## src/rtl/fifo_pkg.sv

```systemverilog
// Shared FIFO pointer package: pointer/address typedefs and the modulo-wrapped
// pointer increment used by both the read-side and write-side pointer blocks.
package fifo_pkg;

    localparam int unsigned FIFO_ALEN = 8;

    typedef logic [FIFO_ALEN:0]   ptr_t;
    typedef logic [FIFO_ALEN-1:0] addr_t;

    // Advance a pointer by incr, wrapping modulo 2**pbits. Pointers are
    // carried as 32-bit values so one function serves any pointer width.
    function automatic logic [31:0] ptr_next(
        input logic [31:0] ptr,
        input logic [31:0] incr,
        input int unsigned pbits = FIFO_ALEN + 1
    );
        logic [31:0] mask;
        mask = (pbits >= 32) ? '1 : ((32'd1 << pbits) - 32'd1);
        return (ptr + incr) & mask;
    endfunction

endpackage

```

## src/rtl/rd_ptr_ptr_reg.sv

```systemverilog
// ptr_reg: binary pointer register with asynchronous active-low clear,
// enable, and a fixed increment that wraps modulo 2**WIDTH.
module ptr_reg
    import fifo_pkg::*;
#(
    parameter int unsigned WIDTH = FIFO_ALEN + 1,
    parameter int unsigned INCR  = 1
) (
    input  logic             clk,
    input  logic             rstn,
    input  logic             i_en,
    output logic [WIDTH-1:0] o_q
);

    logic [WIDTH-1:0] r_q;
    logic [WIDTH-1:0] w_next;

    assign w_next = WIDTH'(ptr_next(32'(r_q), 32'(INCR), WIDTH));

    // Pointer state: clear on reset, advance by INCR when enabled.
    always_ff @(posedge clk or negedge rstn) begin
        if (!rstn) begin
            r_q <= '0;
        end else if (i_en) begin
            // NOTE: non-blocking so every register samples pre-edge values;
            // blocking here would create order-dependent simulation races.
            r_q <= w_next;
        end
    end

    assign o_q = r_q;

endmodule

```

## src/rtl/rd_ptr.sv

```systemverilog
// rd_ptr: read-side pointer, empty flag, RAM read gating and underflow flag
// for a synchronous FIFO of 2**ALEN words.
// Build option: define RDPTR_STICKY_UNDERFLOW_EN to make o_runderflow sticky
// until reset; otherwise it is a one-cycle registered pulse per rejected read.
module rd_ptr
    import fifo_pkg::*;
#(
    parameter int unsigned ALEN = FIFO_ALEN,
    parameter int unsigned INCR = 1
) (
    input  logic            clk,
    input  logic            rstn,
    input  logic            i_ren,
    output logic [ALEN-1:0] o_raddr,
    output logic [ALEN:0]   o_rptr,
    input  logic [ALEN:0]   i_wptr,
    output logic            o_rempty,
    output logic            o_runderflow,
    output logic            o_ram_ren
);

    logic [ALEN:0] w_rptr;
    logic          w_rempty;
    logic          w_ram_ren;
    logic          w_reject;
    logic          r_underflow;

    ptr_reg #(
        .WIDTH (ALEN + 1),
        .INCR  (INCR)
    ) u_ptr_reg (
        .clk  (clk),
        .rstn (rstn),
        .i_en (w_ram_ren),
        .o_q  (w_rptr)
    );

    // Full-width compare: equal pointers including the wrap bit means empty.
    assign w_rempty  = (w_rptr == i_wptr);
    // NOTE: rstn gates the enable so no RAM read is issued while the block
    // is held in reset, even though the pointer compare may show non-empty.
    assign w_ram_ren = i_ren & ~w_rempty & rstn;
    assign w_reject  = i_ren & w_rempty;

    // Underflow flag: registered from the rejected-read condition.
    always_ff @(posedge clk or negedge rstn) begin
        if (!rstn) begin
            r_underflow <= 1'b0;
        end else begin
`ifdef RDPTR_STICKY_UNDERFLOW_EN
            if (w_reject) begin
                r_underflow <= 1'b1;
            end
`else
            r_underflow <= w_reject;
`endif
        end
    end

    assign o_rptr       = w_rptr;
    assign o_raddr      = w_rptr[ALEN-1:0];
    assign o_rempty     = w_rempty;
    assign o_ram_ren    = w_ram_ren;
    assign o_runderflow = r_underflow;

endmodule

```

## config.mk

```make
export PLATFORM = sky130hd
export DESIGN_NAME = rd_ptr
export DESIGN_NICKNAME = d
export VERILOG_FILES = /design/src/rtl/fifo_pkg.sv /design/src/rtl/rd_ptr_ptr_reg.sv /design/src/rtl/rd_ptr.sv
export SDC_FILE = /design/constraint.sdc
export NUM_CORES = 1
export LEC_CHECK = 0
export BUFFER_PORTS_ARGS = -buffer_cell sky130_fd_sc_hd__buf_2
export CAP_MARGIN = 15
export CORE_ASPECT_RATIO = 1.25
export CORE_MARGIN = 2
export CORE_UTILIZATION = 30
export CTS_BUF_LIST = sky130_fd_sc_hd__clkbuf_4
export DETAILED_ROUTE_END_ITERATION = 8
export HOLD_SLACK_MARGIN = 0.12
export PLACE_DENSITY_LB_ADDON = 0.3
export SKIP_CTS_REPAIR_TIMING = 1
export SYNTH_ARGS = -nofsm -noshare
export SYNTH_HDL_FRONTEND = slang
export SYNTH_SLANG_ARGS = --single-unit
```

## constraint.sdc

```tcl
create_clock -name clk -period 2.7 [get_ports clk]
set_input_delay 0.405 -clock clk [delete_from_list [all_inputs] [get_ports clk]]
set_output_delay 0.405 -clock clk [all_outputs]
set_load 0.02 [all_outputs]
```

# After elaboration in Yosys (flattened, before gate mapping)
# Index checks and enable logic that the tools add are counted.
# Widths: inputs -> output; s select.
dict set report classes {
  add_sub_neg 1
  mul 0
  div 0
  n_lt_le_gt_ge 0
  n_eq_ne 1
  shifts 0
  muxes 0
  n_bitwise 4
  reduce_logical 0
}
# cell n
set op_table {}
lappend op_table {{$add 9x1->9 const B} 1}
lappend op_table {{$eq 9x9->1} 1}
lappend op_table {{$and 1x1->1} 3}
lappend op_table {{$not 1->1} 1}
dict set report totals {
  reg_bits 10
  latch_bits 0
  ramBits 0
  mem_bits_ro 0
  output_inout_bits 20
  word_cells 8
  n_memories 0
}

# Depth between registers and ports, before layout
dict set report depth {
  depth_word 4
  mapped_depth 5
  ltp_nobuf 5
}

# By module
# From an unflattened synthesis, not the netlist that was laid out.
dict set report unflattened {
  hier_cells 55
  hier_area_um2 591.8
}
# mod instances cells_per_inst area_per_inst_um2 seq_area_each_um2
set by_module_without_submodules {}
lappend by_module_without_submodules {ptr_reg 1 30 387.9 225.2}
lappend by_module_without_submodules {rd_ptr 1 25 203.9 25.0}

# Worst setup path before layout
# OpenSTA, ideal clock, no wires.
dict set report synth_timing {
  path_kind {register -> register}
  startpoint {register u_ptr_reg.r_q[0], in the netlist u_ptr_reg.o_q[0]}
  endpoint {register u_ptr_reg.r_q[1], in the netlist u_ptr_reg.o_q[1]}
  setup_time_ns 0.125
  t_arrival_ns 1.898
  t_required_ns 2.575
  path_slack_ns 0.677
  stages_incl_launch_ff 6
  path_cell_list {dfrtp_1 -> xnor2_1 -> nand3_1 -> nor4_4 -> nor2_2 -> mux2_4}
}
dict set report synth_via {
  elab_chain_len 4
  elab_cells_between_ends 5
}
# item line
set synth_rtl {}
lappend synth_rtl {{start, declared} rd_ptr_ptr_reg.sv:15} ;# logic [WIDTH-1:0] r_q;
lappend synth_rtl {{start signal, assigned} rd_ptr_ptr_reg.sv:27} ;# r_q <= w_next;
lappend synth_rtl {{$eq 9x9->1} rd_ptr.sv:39} ;# assign w_rempty = (w_rptr == i_wptr);
lappend synth_rtl {{via o_rempty} rd_ptr.sv:17} ;# output logic o_rempty,
lappend synth_rtl {{$not 1->1} rd_ptr.sv:42} ;# assign w_ram_ren = i_ren & ~w_rempty & rstn;
lappend synth_rtl {{$and 1x1->1 (2 in a row)} rd_ptr.sv:42}
lappend synth_rtl {{via o_ram_ren} rd_ptr.sv:19} ;# output logic o_ram_ren
# The timed path passes the listed nets, and every way through them passes these cells.
# A chain may end at the register's enable or synchronous reset.

# Final worst setup path
dict set report layout_timing {
  startpoint {register u_ptr_reg.r_q[0], in the netlist u_ptr_reg.o_q[0]}
  endpoint {output port o_ram_ren}
}
dict set report layout_via {
  elab_chain_len 4
}
# item line
set layout_rtl {}
lappend layout_rtl {{$eq 9x9->1} rd_ptr.sv:39}
lappend layout_rtl {{$not 1->1} rd_ptr.sv:42}
lappend layout_rtl {{$and 1x1->1 (2 in a row)} rd_ptr.sv:42}
lappend layout_rtl {{end, declared} rd_ptr.sv:19}
# No other way between the ends.

==> results.json <==
{
  "finish.net_count": 99,
  "hold_start": "i_ren",
  "dp_cells": 100,
  "start_util": 0.3146,
  "root_buffer": "clkbuf_4",
  "grt_antenna_before_repair": 0,
  "area.sequential_um2": 250.2,
  "die_w_um": 44.31,
  "num_io_pins": 32,
  "cpLargestDelayFamily": "simple AND/OR/NAND/NOR gates",
  "grt_util_all_layers": 0.1201,
  "fillers": 213,
  "synth_cell_types": 18,
  "yosys.area_share.simple": 0.2012,
  "dieArea_um2": 2410,
  "power_density_nw_per_um2": 953.1,
  "worstReg2RegStart": "u_ptr_reg.o_q[0]$_DFFE_PN0P_",
  "crit_buf_inv": 1,
  "synth_compound_area_frac": 0,
  "syn-num-nets": 70,
  "ff2ff_setup_slack_ns": 0.88,
  "final-setup-viol-count": 0,
  "hpwl_um": 932.7,
  "synthXorXnorAreaFrac": 0.2444,
  "synth.avg_cell_area_um2": 10.69,
  "hold_class": "input port to flop",
  "syn_inst": 57,
  "finalCritPeriodShare": 0.8329,
  "post_drt_via_cell_ratio": 4.760,
  "leakagePower_nw": 0.4039,
  "drtPass1Iterations": 4,
  "startpoint_type": "flop",
  "synthFlopType": "dfrtp_1",
  "path_cells": "xnor2_1 > nand3_1 > nor4_4 > nor2_2 > buf_2",
  "pre_cts_ws_ns": 0.7000,
  "r2r.worst_path.cells": 5,
  "clk_latency_ns": 0.26,
  "antenna_left": 0,
  "max_cap_violations": 0,
  "setup-tns-final_ns": 0,
  "wl_per_cell_um": 11.74,
  "grt_max_degree": 13,
  "drc": 0,
  "antenna_cells": 0,
  "ir_drop_v": 0.0003309,
  "worstMarginPinSlew_ns": 0.5093,
  "holdPathStages": 2,
  "yosysTopAreaCellShare": 0.4107,
  "num_rows": 18,
  "yosysMostFrequentCell": "dfrtp_1",
  "htreeDepth": 1,
  "synthMuxAreaShare": 0.02464,
  "die_h_um": 54.39,
  "timing.fmax_ghz": 0.4447,
  "port_buffers": 31,
  "timing.final.ws_setup_ns": 0.4511,
  "cts_sinks": 10,
  "instances_no_fill": 104,
  "status": "complete, no violations",
  "worstSetupPathDepth": 5,
  "cts_buffer_depth": 2,
  "grt_pass1_vias": 425,
  "cp.arrival_ns": 1.84,
  "wirelength_mm": 1.221,
  "synth-edff-count": 0,
  "gp_congestion": 0.7636,
  "area_growth_pct": 25.05,
  "slew_viol_final": 0,
  "async_flop_share": 1.000,
  "relSlewSlack": 0.6579,
  "yosys_warnings": 0,
  "path_max_fanout": 10,
  "synthTopCellsByArea": "dfrtp_1 41%, xor2_1 13%, xnor2_1 11%, buf_4 9.9%, nor4_4 3.5%",
  "path_class": "flop to primary output",
  "critPathRequiredTime_ns": 2.30,
  "period_minus_slack_ns": 2.249,
  "critPathMaxStageDelay_ns": 0.48,
  "hold_viol_final": 0,
  "yosysTopAreaCell": "dfrtp_1",
  "cts_made_buffers": 3,
  "end_kind": "primary output",
  "fin_skew_ns": 0.0004622,
  "synth_fa_ha_area_frac": 0.02053,
  "syn_area_um2": 609.3,
  "cts_tree": "done",
  "synth_top_family_by_area": "XOR/XNOR gates",
  "r2r-end": "u_ptr_reg.o_q[1]$_DFFE_PN0P_",
  "drive_gt1_frac": 0.4405,
  "rsz0062_at_grt": "false",
  "grt_overflow": 0,
  "hold_end": "o_runderflow$_DFF_PN0_",
  "synth_common_cells": "10 x dfrtp_1, 9 x xor2_1, 8 x buf_4, 8 x xnor2_1",
  "synth-seq-cells": 10,
  "drtIter0Drc": 4,
  "core_region_area_um2": 1937,
  "multi_input_area_um2": 299.0,
  "ys_seq_area_frac": 0.4107,
  "vias": 495,
  "path_clk_slew_ns": 0.06,
  "critical_path.slowest_cell": "nor4_4",
  "grt_pass1_wl_mm": 1.904
}
[per-layer routing]
layer,GRT usage,vias up,wire length [um]
met4,0.1212,0,59
met1,0.1520,226,515
met2,0.1593,24,561
met5,0,-,0
li1,-,240,-
met3,0.02970,5,85
[placed cells by master (no fill, tap or decap), drive strengths merged]
| master | count |
|---|---|
| nor3 | 4 |
| nand4b | 1 |
| and3 | 1 |
| nor2 | 2 |
| dfrtp | 10 |
| and2 | 1 |
| ha | 1 |
| nor3b | 1 |
| xnor2 | 8 |
| clkbuf | 3 |
| xor2 | 9 |
| nand2 | 4 |
| mux2 | 1 |
| nand3 | 3 |
| nand4 | 1 |
| dlygate4sd3 | 1 |
| nor4 | 2 |
| buf | 31 |
[state kept, by name (all words and copies together) (netlist names)]
register,cells
o_runderflow,1
u_ptr_reg.o_q,9
[report_power, final]
| part | switching (W) | leakage (nW) | total [W] | internal (W) |
|---|---|---|---|---|
| Clock | 0.0000487 | 0.0138 | 0.000100 | 0.0000514 |
| Combinational | 0.000210 | 0.261 | 0.000352 | 0.000142 |
| Sequential | 0.0000794 | 0.129 | 0.000274 | 0.000195 |
| Total | 0.000338 | 0.404 | 0.000726 | 0.000388 |
[final cells by class]
cell class	instances	share of cell area
clock buffer	3	0.02956
multi-input combinational	39	0.3924
sequential	10	0.3284
tap	20	0.03284
timing repair buffer	32	0.2167
[through the flow]
step	util	power [W]	hold WS [ns]	cell area [um2]
after global placement	0.3766	0.0006335	0.2861	729.5
after CTS	0.3882	0.0007413	0.003415	752.0
after global routing	0.3934	0.0007896	0.3954	762.0
after floorplan	-	0.0005660	0.1094	609.3
final	0.3934	0.0007263	0.3977	762.0
after detailed placement	0.3766	0.0006360	0.2934	729.5
[worst max path at each step]
stage	start	end
final	u_ptr_reg.o_q[0]$_DFFE_PN0P_	o_ram_ren
after global routing	u_ptr_reg.o_q[6]$_DFFE_PN0P_	o_ram_ren
after CTS	u_ptr_reg.o_q[0]$_DFFE_PN0P_	o_ram_ren
after detailed placement	i_wptr[4]	o_ram_ren
after global placement	i_wptr[4]	o_ram_ren
after floorplan	u_ptr_reg.o_q[0]$_DFFE_PN0P_	u_ptr_reg.o_q[1]$_DFFE_PN0P_
[kinds of logic after synthesis]
group         Yosys count
simple gates           20
xor+xnor               17
flops                  10
buf+inv                 8
fa+ha+maj               1
mux                     1
Power figures use the tool's default switching activity.
